**src/rtl/uart_pkg.sv**
```systemverilog
// Shared definitions for the FIFO-fed 8N1 UART transmitter.
package uart_pkg;

    typedef enum logic [1:0] {
        IDLE,
        START,
        DATA,
        STOP
    } state_t;

    localparam int FRAME_BITS = 10;
    localparam int DATA_WIDTH = 8;

endpackage

```
**src/rtl/bit_timer.sv**
```systemverilog
// Free-running bit-period counter; bit_end flags the last clock of each serial bit.
module bit_timer #(
    parameter int CLKS_PER_BIT = 16
) (
    input  logic ck,
    input  logic reset,
    input  logic clear,
    output logic bit_end
);

    localparam int W = (CLKS_PER_BIT > 2) ? $clog2(CLKS_PER_BIT) : 1;
    localparam logic [W-1:0] LAST = W'(CLKS_PER_BIT - 1);

    logic [W-1:0] count_q, count_d;

    assign bit_end = (count_q == LAST);

    always_comb begin
        count_d = count_q + W'(1);
        if (clear || bit_end) count_d = '0;
    end

    always_ff @(posedge ck or posedge reset) begin
        if (reset) count_q <= '0;
        else       count_q <= count_d;
    end

endmodule

```
**src/rtl/fifo_uart_tx.sv**
```systemverilog
// Pops bytes from a show-ahead FIFO and sends each as an 8N1 frame, LSB first.
module fifo_uart_tx
    import uart_pkg::*;
#(
    parameter int CLKS_PER_BIT = 16,
    parameter int DATA_WIDTH   = 8
) (
    input  logic                  ck,
    input  logic                  reset,
    input  logic                  enable,
    input  logic                  empty,
    input  logic [DATA_WIDTH-1:0] fifo_data,
    output logic                  remove,
    output logic                  tx,
    output logic                  busy,
    output logic                  tx_done
);

    state_t                state_q, state_d;
    logic [DATA_WIDTH-1:0] shift_q, shift_d;
    logic [2:0]            idx_q, idx_d;
    logic                  tx_q, tx_d;
    logic                  bit_end;
    logic                  timer_clear;

    bit_timer #(.CLKS_PER_BIT(CLKS_PER_BIT)) u_bit_timer (
        .ck      (ck),
        .reset   (reset),
        .clear   (timer_clear),
        .bit_end (bit_end)
    );

    always_comb begin
        state_d = state_q;
        shift_d = shift_q;
        idx_d   = idx_q;
        remove  = 1'b0;
        tx_done = 1'b0;
        case (state_q)
            IDLE: begin
                // Gated by reset so no pop strobe leaks out while the block is held.
                remove = enable & ~empty & ~reset;
                if (remove) begin
                    shift_d = fifo_data;
                    state_d = START;
                end
            end
            START: begin
                if (bit_end) begin
                    state_d = DATA;
                    idx_d   = 3'd0;
                end
            end
            DATA: begin
                if (bit_end) begin
                    shift_d = shift_q >> 1;
                    idx_d   = idx_q + 3'd1;
                    if (idx_q == 3'd7) state_d = STOP;
                end
            end
            STOP: begin
                tx_done = bit_end;
                if (bit_end) state_d = IDLE;
            end
            default: state_d = IDLE;
        endcase

        timer_clear = (state_d != state_q);

        // Line level follows the next state so tx drops on the popping edge.
        case (state_d)
            START:   tx_d = 1'b0;
            DATA:    tx_d = shift_d[0];
            default: tx_d = 1'b1;
        endcase
    end

    always_ff @(posedge ck or posedge reset) begin
        if (reset) begin
            state_q <= IDLE;
            shift_q <= '0;
            idx_q   <= 3'd0;
            tx_q    <= 1'b1;
        end else begin
            state_q <= state_d;
            shift_q <= shift_d;
            idx_q   <= idx_d;
            tx_q    <= tx_d;
        end
    end

    assign tx   = tx_q;
    assign busy = (state_q != IDLE);

endmodule

```
**config.mk**
```make
export PLATFORM = sky130hd
export DESIGN_NAME = fifo_uart_tx
export DESIGN_NICKNAME = d
export VERILOG_FILES = /design/src/rtl/uart_pkg.sv /design/src/rtl/bit_timer.sv /design/src/rtl/fifo_uart_tx.sv
export SDC_FILE = /design/constraint.sdc
export NUM_CORES = 1
export LEC_CHECK = 0
export ABC_AREA = 0
export BUFFER_PORTS_ARGS = -buffer_cell sky130_fd_sc_hd__buf_2
export CAP_MARGIN = 20
export CORE_MARGIN = 2
export CORE_UTILIZATION = 57
export DETAILED_ROUTE_END_ITERATION = 8
export PLACE_DENSITY = 0.85
export SLEW_MARGIN = 20
export SYNTH_ARGS = -nofsm -noshare
export SYNTH_HDL_FRONTEND = slang
export SYNTH_HIERARCHICAL = 1
export SYNTH_SLANG_ARGS = --single-unit
```
**constraint.sdc**
```tcl
create_clock -name ck -period 4.3 [get_ports ck]
set_input_delay 0.43 -clock ck [delete_from_list [all_inputs] [get_ports ck]]
set_output_delay 0.43 -clock ck [all_outputs]
set_load 0.005 [all_outputs]
```
---- Word level (Yosys, flattened, before mapping) ----
Index checks and enable logic that the tools add are counted.
operators by class
  add/sub/neg operators ................... 2
  eq/ne operators ......................... 11
  mux-type cells .......................... 16
  bitwise operators ....................... 4
  reduce and logical (&&, ||, !) cells .... 7
operators with widths
  cell                                                                   count
  8-bit two-way mux                                                      2
  8-bit case mux with 2 select lines                                     1
  2-bit two-way mux                                                      5
  2-bit case mux with 4 select lines                                     1
  2-bit equality test, second input constant                             3
  3-bit two-way mux                                                      2
  2-bit inequality test, second input constant                           3
  3-bit case mux with 2 select lines                                     1
  3-bit AND reduction                                                    2
  2-bit nonzero test                                                     3
  4-bit by 1-bit adder with 4-bit output, second input constant          1
  2-bit by 1-bit equality test with 1-bit output, second input constant  2
  4-bit equality test, second input constant                             1
  4-bit two-way mux                                                      1
  3-bit by 1-bit adder with 3-bit output, second input constant          1
  3-bit equality test, second input constant                             1
  1-bit bitwise AND                                                      2
  2-bit zero test                                                        1
  1-bit two-way mux                                                      2
  2-bit inequality test                                                  1
  1-bit inverter                                                         2
  1-bit case mux with 2 select lines                                     1
  1-bit logical OR                                                       1
storage, ports and cells
  flip-flop bits (word level) ............. 18
  bits of input ports ..................... 12
  output and inout port bits .............. 4
  word-level logic and storage cells ...... 46

---- Longest topological paths before layout ----
  depth after elaboration ................. 8
  mapped depth ............................ 7
  gate-level depth less buffers ........... 6

---- Modules after synthesis ----
Netlist, hierarchy kept.
by module, submodules not included
  module        instances  cells an instance  area each (sq um)  sequential area each (sq um)
  fifo_uart_tx  1          62                 724.4              351.6
  bit_timer     1          14                 175.2              100.1

---- Worst setup path after synthesis ----
Ideal clock, no wire load.
  kind .................................... register to register
  start ................................... register u_bit_timer.count_q[0]
  end ..................................... register tx_q (netlist: tx)
  setup time .............................. 77 ps
  arrival ................................. 1,833 ps
  required time ........................... 4,223 ps
  path slack .............................. 2,390 ps
  cell stages (with the launch flop) ...... 8
  path buffers ............................ 1
  period minus slack after synthesis ...... 1,910 ps
  cells stage by stage .................... dfrtp_1 > ha_1 > and3_4 > nor2b_1 > and2_2 > clkbuf_2 > a221o_1 > o21a_1
on the way
  elaborated cells on any way between the ends .. 10
  classes of those cells .................. eq/ne: 3; mux: 7
RTL lines
  what                                line                source
  start: declaration                  bit_timer.sv:14     logic [W-1:0] count_q, count_d;
  start signal: assignment            bit_timer.sv:25     else count_q <= count_d;
  4-bit equality test                 bit_timer.sv:16     assign bit_end = (count_q == LAST);
  net bit_end                         fifo_uart_tx.sv:23  logic bit_end;
  8-bit two-way mux                   fifo_uart_tx.sv:55  if (bit_end) begin
  8-bit case mux with 2 select lines  fifo_uart_tx.sv:39  case (state_q)
  net shift_d[0]                      fifo_uart_tx.sv:20  logic [DATA_WIDTH-1:0] shift_q, shift_d;
  1-bit case mux with 2 select lines  fifo_uart_tx.sv:71  case (state_d)
  net tx_d                            fifo_uart_tx.sv:22  logic tx_q, tx_d;
  end signal: assignment              fifo_uart_tx.sv:88  tx_q <= tx_d;
  end: declaration                    fifo_uart_tx.sv:22
The timed path passes the listed nets, and every way through them passes these cells. The select of a mux whose other input is x is not followed.
A chain may end at the register's enable or synchronous reset.

---- Final worst setup path ----
  start ................................... register state_q[1]
  end ..................................... output remove
on the way
  cells in the longest elaborated chain, start to end .. 2
RTL lines
  what                      line                source
  start: declaration        fifo_uart_tx.sv:19  state_t state_q, state_d;
  start signal: assignment  fifo_uart_tx.sv:85  state_q <= state_d;
  2-bit zero test           fifo_uart_tx.sv:39
  1-bit two-way mux         fifo_uart_tx.sv:39
  end: declaration          fifo_uart_tx.sv:13  output logic remove,
No other way between the ends.

==> impl_metrics.csv <==
group,metric,value,unit
status,status,"complete, no violations",
global_routing,grt_pass1_vias,567,
sta,max_freq,396,MHz
floorplan,die_area,0.00191,mm²
route,vias_per_cell,6.05,
route,vias,647,
finish,stdcell_count,107,
global_routing,overflow,0,
power,peakVddDrop,0.215,mV
finish,final_cell_mix,"dfrtp_1, buf_2, a22o_1, a21o_1, nand2_1",
route,drc,0,
yosys,ys_types,32,
clock_tree,ctsHoldBuffers,0,
global_routing,grt_pass1_wl,2570,µm
setup_path,worstSetupStartpointType,"register",
sta,whs,0.0507,ns
clock_tree,h-tree-depth,1,
finish,final_common_cell,"dfrtp_1",
clock_tree,path_clk_slew,0.10,ns
setup_path,r2r_start,"state_q[1]",
yosys,synth-xor-area-share,0.0195,
power,power_switching,0.0577,mW
setup_path,end_kind,"primary output",
setup_path,r2r_slack,2.16,ns
sta,hold_viol,0,
clock_tree,cts_resized,0,
setup_path,reg2reg_depth,4,
hold_path,worst_hold_path_type,"in2async",
place,place_area,962,µm²
place,gp_congestion,0.753,
power,clock_power_share,0.360,
finish,drive_above_1_share,0.319,
sta,max-slew-margin-rel,0.609,
place,portBuffers,15,
sta,min_period,2.53,ns
sta,setup_ws,1.77,ns
floorplan,dieHeight,43.7,µm
setup_path,cp_max_fo,11,
yosys,ys_seq_elements,18,
route,drt_iter0_drc,17,
power,combPwrFrac,0.039,
finish,area_delta_synth_final,11.0,%
clock_tree,cts.sinks,18,
finish,num-fill-cells,119,
clock_tree,cts_tree,"yes",
place,place_hpwl,1200,µm
setup_path,crit_chain,"or4b_4 > nor2_1 > buf_2",
floorplan,start_util,0.604,
finish,fin_util,0.671,
flow_run,maxCapViolations,0,
setup_path,crit_type,"reg2out",
clock_tree,numCtsBuffers,3,
power,leakagePower,0.527,nW
yosys,synth_cells,76,
route,detail-route-antenna-nets,0,
global_routing,antenna_found_initial,0,
place,pre_cts_slack,2.12,ns
finish,design_area,998,µm²
setup_path,worstPathArrival,2.10,ns
power,power,0.286,mW
place,dp.cells,103,
sta,slew_viol_final,0,
sta,fin_skew,0.00254,ns
sta,worst_pin_slew,0.585,ns
power,p_per_area,286,mW/mm²
sta,setup_viol,0,
floorplan,die_w,43.7,µm
yosys,synthSimpleGateAreaFrac,0.140,
power,p_int,0.228,mW
route,wl_per_cell,14.6,µm
clock_tree,cts.path.max_buffers,2,
yosys,synth_adder_area_share,0.0417,
setup_path,crit_slowest_cell,"or4b_4",
yosys,yosysWarnings,6,
clock_tree,root_buffer,"clkbuf_4",
yosys,synth_compound_area_frac,0.239,
floorplan,ios,16,
yosys,avgSynthCellArea,11.8,µm²
yosys,syn-num-nets,91,
global_routing,grt_max_degree,15,
finish,antenna_cells,0,
setup_path,crit_buf_inv,1,
floorplan,num_rows,14,
clock_tree,clock_latency,0.30,ns
sta,tns,0,ns
yosys,muxShareOfSynthArea,0.0125,
global_routing,track_usage,0.190,
route,routed_wl,1570,µm
power,swShare,0.202,
finish,final_nets,107,
sta,timing.final.crit_share,0.587,
setup_path,crit_start,"state_q[1]",
yosys,synth_top_family_by_area,"compound AO/OA/AOI/OAI gates",
route,dr.pass1.iters,4,
yosys,netlist_area,900,µm²
setup_path,crit_family,"simple AND/OR/NAND/NOR gates",
floorplan,core,0.00149,mm²
power,power_frac_seq,0.602,
setup_path,reg2reg_to,"shift_q[3]",
setup_path,worstPathRequired,3.87,ns
setup_path,cpPeakStageDelay,0.60,ns
clock_tree,postCtsSetupRepairBufs,0,
sta,rsz0062_at_grt,"false",
yosys,ys_seq_area_frac,0.502,
-- worst max path at each step --
stage | to | slack [ns] | cells past startpoint
after global placement | remove | 2.16 | 3
after floorplan | tx | 2.39 | 7
final | remove | 1.77 | 3
after global routing | remove | 1.63 | 3
after detailed placement | remove | 2.12 | 3
after CTS | remove | 1.77 | 3
-- layout make-up --
cell class                 instances  area, µm²  area share
multi-input combinational         52        408       0.409
tap                               16       20.0      0.0201
inverter                           2       7.51     0.00752
timing repair buffer              15       75.1      0.0752
clock buffer                       4       36.3      0.0363
sequential                        18        452       0.452
-- sequential cells by signal (all words and copies together) (netlist names) --
name                 cells
shift_q                  8
u_bit_timer/count_q      4
idx_q                    3
state_q                  2
tx                       1
-- cell usage after synthesis (all sizes together) --
cell type | number | area, µm²
a21o | 7 | 52.6
or2 | 1 | 6.26
dfrtp | 17 | 425
mux2 | 1 | 11.3
clkbuf | 1 | 5.00
a31oi | 1 | 6.26
nor3 | 1 | 5.00
ha | 3 | 37.5
and3 | 2 | 18.8
a22o | 11 | 100
nor3b | 1 | 7.51
and2 | 1 | 7.51
buf | 3 | 27.5
inv | 2 | 7.51
nor2b | 1 | 6.26
a221o | 1 | 10.0
or4b | 1 | 13.8
nand3b | 1 | 7.51
dfstp | 1 | 26.3
o21ai | 1 | 5.00
a311oi | 1 | 8.76
xnor2 | 2 | 17.5
nand2b | 3 | 18.8
nand4b | 1 | 8.76
nor2 | 3 | 11.3
nand2 | 4 | 15.0
o211a | 1 | 10.0
o21a | 1 | 7.51
o211ai | 2 | 15.0
-- per-layer routing --
| layer | GRT usage | up-vias | share of wire |
|---|---|---|---|
| li1 | - | 315 | - |
| met1 | 0.262 | 313 | 0.48 |
| met2 | 0.271 | 14 | 0.45 |
| met3 | 0.0625 | 5 | 0.053 |
| met4 | 0.0909 | 0 | 0.017 |
| met5 | 0 | - | 0 |
-- cell families (layout without fill, tap and decap cells) --
family,Yosys count,count (layout)
fa+ha+maj,3,3
compound gates,26,26
simple gates,20,20
xor+xnor,2,2
flops,18,18
buf+inv,6,21
mux,1,1
-- power groups by stage --
stage	Sequential, mW	Combinational (mW)	Clock [mW]
after floorplan	0.175	0.00444	0
after global placement	0.175	0.0109	0
after detailed placement	0.175	0.0114	0
after CTS	0.172	0.0113	0.106
after global routing	0.172	0.0127	0.114
final	0.172	0.0111	0.103
(Power assumes the default switching activity.)
